### src/rtl/hazard_int_ctrl_pkg.sv
// Shared types for the hazard / interrupt-entry controller: FSM states,
// PC-source and memory-data-source encodings, default interrupt vector.
package hazard_int_ctrl_pkg;

    typedef enum logic [2:0] {
        S_IDLE,
        S_DRAIN,
        S_PUSH_LO,
        S_PUSH_HI,
        S_PUSH_FLG,
        S_VECTOR,
        S_RET_WAIT
    } int_state_e;

    typedef enum logic [1:0] {
        PC_INC    = 2'd0,
        PC_BRANCH = 2'd1,
        PC_POPPED = 2'd2,
        PC_VECTOR = 2'd3
    } pc_sel_e;

    typedef enum logic [1:0] {
        MEM_NORMAL = 2'd0,
        MEM_PC_LO  = 2'd1,
        MEM_PC_HI  = 2'd2,
        MEM_FLAGS  = 2'd3
    } mem_sel_e;

    localparam logic [31:0] DEFAULT_INT_VECTOR = 32'd0;

    // Pipeline control bundle produced by both the hazard logic and the FSM.
    typedef struct packed {
        logic    pc_stall;
        logic    if_stall;
        logic    if_flush;
        logic    id_flush;
        pc_sel_e pc_sel;
    } pipe_ctl_t;

endpackage

### src/rtl/hazard_int_ctrl_detect.sv
// Combinational load-use stall and taken-branch flush detection for the
// instruction in decode against the instruction in execute.
module hazard_detect
    import hazard_int_ctrl_pkg::*;
#(
    parameter int REG_ADDR_W = 3
) (
    input  logic [REG_ADDR_W-1:0] id_rsrc,
    input  logic [REG_ADDR_W-1:0] id_rdst,
    input  logic                  id_use_rsrc,
    input  logic                  id_use_rdst,
    input  logic                  ex_mem_read,
    input  logic [REG_ADDR_W-1:0] ex_rdst,
    input  logic                  branch_taken,
    output pipe_ctl_t             ctl
);

    logic load_use;

    always_comb begin
        // NOTE: every output gets a default before any branch so no path leaves it unassigned (no latch).
        ctl      = '0;
        load_use = ex_mem_read &&
                   ((id_use_rsrc && (id_rsrc == ex_rdst)) ||
                    (id_use_rdst && (id_rdst == ex_rdst)));
        if (branch_taken) begin
            // The wrong-path instruction stalled by load-use is flushed anyway.
            ctl.if_flush = 1'b1;
            ctl.id_flush = 1'b1;
            ctl.pc_sel   = PC_BRANCH;
        end else if (load_use) begin
            ctl.pc_stall = 1'b1;
            ctl.if_stall = 1'b1;
            ctl.id_flush = 1'b1;
        end
    end

endmodule

### src/rtl/hazard_int_ctrl.sv
// Pipeline hazard control plus the interrupt-entry / RET-recovery sequencer
// (drain, push PC low/high and flags, jump to vector; bubble after RET).
module hazard_int_ctrl
    import hazard_int_ctrl_pkg::*;
#(
    parameter int          REG_ADDR_W   = 3,
    parameter int          PC_W         = 32,
    parameter int          DRAIN_CYCLES = 3,
    parameter int          RET_BUBBLES  = 3,
    parameter logic [31:0] INT_VECTOR   = DEFAULT_INT_VECTOR
) (
    input  logic                  clk,
    input  logic                  reset,
    input  logic                  int_req,
    input  logic [REG_ADDR_W-1:0] id_rsrc,
    input  logic [REG_ADDR_W-1:0] id_rdst,
    input  logic                  id_use_rsrc,
    input  logic                  id_use_rdst,
    input  logic                  ex_mem_read,
    input  logic [REG_ADDR_W-1:0] ex_rdst,
    input  logic                  branch_taken,
    input  logic                  mem_ret,
    output logic                  pc_stall,
    output logic                  if_stall,
    output logic                  if_flush,
    output logic                  id_flush,
    output logic                  ie_flush,
    output logic [1:0]            pc_sel,
    output logic [1:0]            int_mem_sel,
    output logic                  int_busy
);

    localparam logic [3:0] DRAIN_LOAD = 4'(DRAIN_CYCLES - 1);
    localparam logic [3:0] RET_LOAD   = 4'(RET_BUBBLES - 1);

    // Counters are 4 bits and the PC is pushed as two 16-bit halves.
    if (DRAIN_CYCLES < 1 || DRAIN_CYCLES > 15 || RET_BUBBLES < 1 || RET_BUBBLES > 15 ||
        PC_W < 17 || (PC_W < 32 && (INT_VECTOR >> PC_W) != '0)) begin : g_bad_params
        $error("hazard_int_ctrl: parameter out of range");
    end

    pipe_ctl_t  hz;
    pipe_ctl_t  fsm;
    mem_sel_e   mem_sel;
    int_state_e state;
    logic       pending;
    logic [3:0] cnt;
    logic       hz_live;

    hazard_detect #(.REG_ADDR_W(REG_ADDR_W)) u_hazard_detect (
        .id_rsrc      (id_rsrc),
        .id_rdst      (id_rdst),
        .id_use_rsrc  (id_use_rsrc),
        .id_use_rdst  (id_use_rdst),
        .ex_mem_read  (ex_mem_read),
        .ex_rdst      (ex_rdst),
        .branch_taken (branch_taken),
        .ctl          (hz)
    );

    // NOTE: sequential state uses non-blocking assignments so every flop samples pre-edge values.
    always_ff @(posedge clk or posedge reset) begin
        if (reset) begin
            state   <= S_IDLE;
            pending <= 1'b0;
            cnt     <= 4'd0;
        end else begin
            pending <= pending | int_req;
            case (state)
                S_IDLE: begin
                    if (mem_ret) begin
                        state <= S_RET_WAIT;
                        cnt   <= RET_LOAD;
                    end else if (pending || int_req) begin
                        state   <= S_DRAIN;
                        cnt     <= DRAIN_LOAD;
                        pending <= 1'b0;
                    end
                end
                S_DRAIN: begin
                    if (cnt == 4'd0) state <= S_PUSH_LO;
                    else             cnt   <= cnt - 4'd1;
                end
                S_PUSH_LO:  state <= S_PUSH_HI;
                S_PUSH_HI:  state <= S_PUSH_FLG;
                S_PUSH_FLG: state <= S_VECTOR;
                S_VECTOR:   state <= S_IDLE;
                S_RET_WAIT: begin
                    if (cnt == 4'd0) state <= S_IDLE;
                    else             cnt   <= cnt - 4'd1;
                end
                default: state <= S_IDLE;
            endcase
        end
    end

    always_comb begin
        fsm     = '0;
        mem_sel = MEM_NORMAL;
        case (state)
            S_DRAIN: begin
                fsm.pc_stall = 1'b1;
                fsm.if_flush = 1'b1;
            end
            S_PUSH_LO: begin
                fsm.pc_stall = 1'b1;
                mem_sel      = MEM_PC_LO;
            end
            S_PUSH_HI: begin
                fsm.pc_stall = 1'b1;
                mem_sel      = MEM_PC_HI;
            end
            S_PUSH_FLG: begin
                fsm.pc_stall = 1'b1;
                mem_sel      = MEM_FLAGS;
            end
            S_VECTOR: begin
                fsm.if_flush = 1'b1;
                fsm.id_flush = 1'b1;
                fsm.pc_sel   = PC_VECTOR;
            end
            S_RET_WAIT: begin
                fsm.pc_stall = 1'b1;
                fsm.if_flush = 1'b1;
                if (cnt == 4'd0) fsm.pc_sel = PC_POPPED;
            end
            default: ;
        endcase
    end

    // Hazard stalls and PC steering only act in IDLE; flushes always merge.
    assign int_busy    = (state != S_IDLE);
    assign hz_live     = !reset && !int_busy;
    assign pc_stall    = fsm.pc_stall | (hz_live & hz.pc_stall);
    assign if_stall    = fsm.if_stall | (hz_live & hz.if_stall);
    assign if_flush    = fsm.if_flush | (!reset & hz.if_flush);
    assign id_flush    = fsm.id_flush | (!reset & hz.id_flush);
    assign ie_flush    = 1'b0;
    assign pc_sel      = int_busy ? fsm.pc_sel : (hz_live ? hz.pc_sel : PC_INC);
    assign int_mem_sel = mem_sel;

endmodule

### config.mk
export PLATFORM = sky130hd
export DESIGN_NAME = hazard_int_ctrl
export DESIGN_NICKNAME = d
export VERILOG_FILES = /design/src/rtl/hazard_int_ctrl_pkg.sv /design/src/rtl/hazard_int_ctrl_detect.sv /design/src/rtl/hazard_int_ctrl.sv
export SDC_FILE = /design/constraint.sdc
export NUM_CORES = 1
export LEC_CHECK = 0
export ABC_CLOCK_PERIOD_IN_PS = 2100
export CORE_AREA = 2 2 39 41
export DETAILED_ROUTE_END_ITERATION = 12
export DIE_AREA = 0 0 41 43
export DONT_BUFFER_PORTS = 1
export PLACE_DENSITY_LB_ADDON = 0.2
export SLEW_MARGIN = 20
export SYNTH_ARGS = -nofsm -noshare
export SYNTH_HDL_FRONTEND = slang
export SYNTH_SLANG_ARGS = --single-unit
### constraint.sdc
create_clock -name clk -period 2.1 [get_ports clk]
set_input_delay 0.42 -clock clk [delete_from_list [all_inputs] [get_ports clk]]
set_output_delay 0.42 -clock clk [all_outputs]
set_load 0.03 [all_outputs]
==> flow_metrics.py, run 1 <==
metrics = {
    "layout": {
        "final_net_count": 108,
        "n_fill_cell": 143,
        "drive_gt1_share_pct": 19.3,
        "antenna_cells": 0,
        "area_growth_pct": 10.8,
        "fin_area_sq_um": 756,
        "fin_cells": 104,
        "post-route-util_pct": 54.6,
    },
    "global_routing": {
        "grt_max_degree": 16,
        "antenna_found_initial": 0,
        "grt_pass1_vias": 545,
        "grt_pass1_wl_um": 2180,
        "grt_usage_pct": 17.9,
        "grt-ovfl-total": 0,
    },
    "route": {
        "antenna_left": 0,
        "drc": 0,
        "drt_first_pass_iters": 4,
        "vias_per_cell": 5.72,
        "post_drt_wl_per_cell_um": 13.5,
        "drt_iter0_markers": 13,
        "vias": 595,
        "drt_wl_total_um": 1410,
    },
    "clocking": {
        "root_buffer": "clkbuf_4",
        "cts.path.max_buffers": 2,
        "clock-sinks": 8,
        "clk_pin_slew_ps": 50,
        "clock_latency_ps": 240,
        "h-tree-depth": 1,
        "cts_made_buffers": 3,
        "tritoncts": "yes",
    },
    "yosys": {
        "synth_enable_flop_cells": 0,
        "synth-compound-area-share_pct": 21.8,
        "syn-instance-count": 83,
        "ys_warn_count": 0,
        "synth_cell_types": 32,
        "syn_area_sq_um": 682,
        "async_flop_share_pct": 100,
        "yosys.area_share.adder_pct": 1.83,
        "synth_seq_cells": 8,
        "synthSimpleGateAreaFrac_pct": 29.7,
        "synthMuxAreaShare_pct": 0,
        "synth_top_area_share_pct": 29.4,
        "synthFlopType": "dfrtp_1",
        "synth_top_family_by_area": "simple AND/OR/NAND/NOR gates",
        "netlist_top_cells_count": "8 x dfrtp_1, 8 x nand2_1, 8 x xnor2_1",
        "synth_area_leaders": "dfrtp_1 29%, xnor2_1 10%, nor2b_1 4.6%",
        "yosysSeqAreaShare_pct": 29.4,
        "avgSynthCellArea_sq_um": 8.22,
        "yosysTopAreaCell": "dfrtp_1",
        "synth_xor_area_share_pct": 10.3,
        "synth_nets": 101,
    },
    "critical_path": {
        "timing.rr.start": "cnt[0]$_DFFE_PP0P_",
        "critPathCaptureType": "output pin",
        "rr_worst_depth": 6,
        "reg2reg_slack_ps": 430,
        "timing.rr.end": "cnt[2]$_DFFE_PP0P_",
        "setup.worst_path.class": "reg -> out",
        "startpoint_type": "flip-flop",
        "crit_required_ps": 1680,
        "critPathArrivalTime_ps": 1580,
        "crit_fanout": 3,
        "setup.worst_path.start": "cnt[0]$_DFFE_PP0P_",
    },
    "sta": {
        "fin_tns_setup_ps": 0,
        "relSlewSlack_pct": 63.4,
        "finalHoldViolCount": 0,
        "setup_viol": 0,
        "fin_worst_skew_ps": 5.55,
        "whs_ps": 106,
        "fin_crit_sh_pct": 95.0,
        "fmax_mhz": 501,
        "period_needed_ps": 2000,
        "max_slew.worst_pin.slew_ps": 547,
        "maxSlewViolCount": 0,
        "setup_ws_ps": 105,
    },
    "power": {
        "p_total_mw": 1.29,
        "power_density_nw_per_um2": 1700,
        "p_leak_nw": 0.316,
        "vdd_ir_drop_max_uv": 842,
    },
    "placed_design": {
        "gp_congestion": 0.754,
        "place_area_sq_um": 726,
        "port_buffers": 0,
        "dp_hpwl_um": 1130,
        "dp_slack_ps": 310,
        "placed_cells": 101,
    },
    "die": {
        "die_area_sq_um": 1760,
        "initial_core_util_pct": 49.3,
        "ios": 27,
        "fp.dieW_um": 41,
        "core_area_sq_um": 1380,
        "die_h_um": 43,
        "num_rows": 14,
    },
    "job": {
        "maxCapViolations": 0,
    },
    "hold_path": {
        "holdCritPathClass": "in -> async",
    },
    "status": {
        "status": "complete, no violations",
    },
}
## routing by layer
metal / track usage, % / vias to the layer above / part of all wire (%)
li1: - / 297 / -
met1: 25.3 / 266 / 47
met2: 25.9 / 32 / 47
met3: 2.09 / 0 / 6.3
met4: 9.33 / 0 / 0
met5: 0 / - / 0
## layout by cell type, fill, tap and decap left out, types with 2 or more instances in the layout
master     n
xnor2_1    8
a21o_1     2
nand3b_1   2
a21oi_1    5
nor2b_1    5
nor2_1     7
nor3_1     4
inv_1      4
nand4_1    2
a2bb2oi_1  2
dfrtp_1    7
clkbuf_4   3
buf_4      7
o21ai_0    4
or3_1      2
nand2_1    8
## registers in the layout, indices dropped and copies added, names as in the netlist
signal	count
cnt	4
pending	1
state	3
## power breakdown
part	switching [mW]	internal, mW	leakage, nW
Combinational	0.495	0.337	0.206
Sequential	0.116	0.228	0.0958
Clock	0.0464	0.0650	0.0138
## layout make-up
type                    count  area (sq um)  area share (%)
multi-input cells          66           444            58.8
flip-flops and latches      8           201            26.7
repair buffers              7          52.6            6.95
clock buffers               3          22.5            2.98
well taps                  16          20.0            2.65
inverters                   4          15.0            1.99
## critical path, stage by stage, from the launching register on
cell and delay [ps]:
dfrtp_1 370, inv_1 90, ha_1 200, nor3b_4 280, a21oi_1 110, nor2b_1 120
buf_4 160
## repair_timing
item                                    CTS  global route
buffers inserted                          0             0
endpoints found under the setup margin    0             2
hold buffers                              0             0
gates resized for setup                   0             2
## worst max path at each step
stage,end,slack (ps),cells past startpoint
6_report,pc_sel[1],100,6
5_1_grt,pc_sel[1],-3,6
4_1_cts,if_stall,40,3
3_5_place_dp,if_stall,310,3
3_3_place_gp,pc_sel[1],340,6
2_1_floorplan,if_stall,20,3
## logic make-up after synthesis
family / after synthesis
buffers and inverters: 9
AND/OR/NAND/NOR: 35
other: 1
XOR/XNOR: 8
adder cells (fa/ha/maj): 1
AO/OA/AOI/OAI: 21
flip-flops: 8
(Power assumes the default switching activity.)
==> inputs of run 2 (changes only) <==
RECOVER_POWER = 25   (was unset)
==> flow_metrics.py, run 2 (synthesis gave the netlist of run 1 again) <==
metrics = {
    "clocking": {
        "clock-sinks": 8,
        "tritoncts": "yes",
        "cts.path.max_buffers": 2,
        "clock_latency_ps": 240,
        "h-tree-depth": 1,
        "post-cts-setup-buffer-count": 0,
        "root_buffer": "clkbuf_4",
        "cts_made_buffers": 3,
        "clk_pin_slew_ps": 50,
    },
    "placed_design": {
        "placed_cells": 101,
        "dp_slack_ps": 310,
        "place_area_sq_um": 726,
        "gp_congestion": 0.754,
        "dp_hpwl_um": 1130,
        "port_buffers": 0,
    },
    "sta": {
        "fin_crit_sh_pct": 95.0,
        "setup_ws_ps": 105,
        "setup_viol": 0,
        "fin_worst_skew_ps": 5.58,
        "max_slew.worst_pin.slew_ps": 547,
        "period_needed_ps": 2000,
        "finalHoldViolCount": 0,
        "maxSlewViolCount": 0,
        "fmax_mhz": 501,
        "relSlewSlack_pct": 63.4,
    },
    "power": {
        "sequentialPowerShare_pct": 26.7,
        "pwr-share-clk_pct": 8.7,
        "vdd_ir_drop_max_uv": 842,
        "p_leak_nw": 0.312,
        "p_int_mw": 0.628,
        "power_density_nw_per_um2": 1710,
        "power_switching_mw": 0.657,
        "p_sw_share_pct": 51.1,
        "pwr-share-comb_pct": 64.6,
    },
    "layout": {
        "antenna_cells": 0,
        "n_fill_cell": 143,
        "max_flop_register": "cnt",
        "fin_cells": 104,
        "reg.largest.list": "cnt: 4 flops, state: 3 flops, pending: 1 flops",
        "area_growth_pct": 10.3,
        "fin_area_sq_um": 752,
        "largest_reg_flops": 4,
        "drive_gt1_share_pct": 18.2,
        "final_net_count": 108,
        "final_cell_mix": "8 x nand2_1, 8 x xnor2_1, 7 x nor2_1, 7 x dfrtp_1, 6 x buf_4",
    },
    "die": {
        "ios": 27,
        "die_h_um": 43,
        "fp.dieW_um": 41,
        "num_rows": 14,
        "core_area_sq_um": 1380,
        "die_area_sq_um": 1760,
        "initial_core_util_pct": 49.3,
    },
    "critical_path": {
        "critPathArrivalTime_ps": 1580,
        "crit_required_ps": 1680,
        "cpPeakStageDelay_ps": 370,
        "cp_cell_sequence": "inv_1 > ha_1 > nor3b_4 > a21oi_1 > nor2b_1 > buf_4",
        "startpoint_type": "flip-flop",
        "worst-path-buf-inv": 2,
        "slowest_stage": "dfrtp_1",
        "crit_family": "simple AND/OR/NAND/NOR gates",
        "setup.worst_path.class": "reg -> out",
        "crit_fanout": 3,
        "critPathCaptureType": "output pin",
    },
    "global_routing": {
        "grt_max_degree": 16,
        "grt_pass1_vias": 545,
        "grt_pass1_wl_um": 2180,
        "antenna_found_initial": 0,
        "grt_usage_pct": 17.9,
        "grt-ovfl-total": 0,
    },
    "route": {
        "drt_wl_total_um": 1410,
        "drc": 0,
        "drt_iter0_markers": 13,
        "antenna_left": 0,
        "vias": 595,
        "drt_first_pass_iters": 4,
        "vias_per_cell": 5.72,
        "post_drt_wl_per_cell_um": 13.5,
    },
    "hold_path": {
        "holdCritPathClass": "in -> async",
    },
    "job": {
        "maxCapViolations": 0,
    },
    "status": {
        "status": "complete, no violations",
    },
}
## run 2: cell types whose count changed in the layout (fill, tap and decap cells not counted), sizes merged
cell and delta:
buf -1, clkbuf +1
## run 2: routing by layer
metal  vias up  track usage, %  wire length [um]
met5         -               0                 0
met4         0            9.33                 0
met3         0            2.09                88
met2        32            25.9               658
met1       266            25.3               658
li1        297               -                 -
## run 2: power by group through the flow
stage	registers (mW)	clock network [mW]	logic (mW)
after floorplan	0.272	0	0.739
after detailed placement	0.335	0	0.820
after global placement	0.329	0	0.809
after global routing	0.358	0.125	0.906
final	0.344	0.111	0.831
after CTS	0.333	0.116	0.823
## run 2: final cells by class
class,count,area [sq um],share of cell area (%)
multi-input combinational,66,444,59.1
sequential,8,201,26.8
timing repair buffer,7,48.8,6.49
clock buffer,3,22.5,3.00
tap,16,20.0,2.66
inverter,4,15.0,2.00
## run 2: final timing paths
path | from | slack (ps) | end | depth (start not counted)
max | cnt[0]$_DFFE_PP0P_ | 100 | pc_sel[1] | 6
max reg2reg | cnt[0]$_DFFE_PP0P_ | 430 | cnt[2]$_DFFE_PP0P_ | 6
min | reset | 190 | pending$_DFF_PP0_ | 2
min reg2reg | pending$_DFF_PP0_ | 530 | pending$_DFF_PP0_ | 2
min in group clk | mem_ret | 300 | pending$_DFF_PP0_ | 2
max in group asynchronous | reset | 1590 | state[2]$_DFFE_PP0P_ | 2
## run 2: through the flow
| step | TNS [ps] | hold slack [ps] | power (mW) | utilization (%) |
|---|---|---|---|---|
| 3_3_place_gp | 0 | 359 | 1.14 | 52.4 |
| 3_5_place_dp | 0 | 367 | 1.16 | 52.4 |
| 5_1_grt | -3.36 | 226 | 1.39 | 54.3 |
| 6_report | 0 | 193 | 1.29 | 54.3 |
| 2_1_floorplan | 0 | 252 | 1.01 | - |
| 4_1_cts | 0 | 99.7 | 1.27 | 54.1 |
## run 2: timing repair
item                       4_1_cts  5_1_grt
gates resized for setup          0        2
hold buffers                     0        0
setup endpoints to repair        0        2
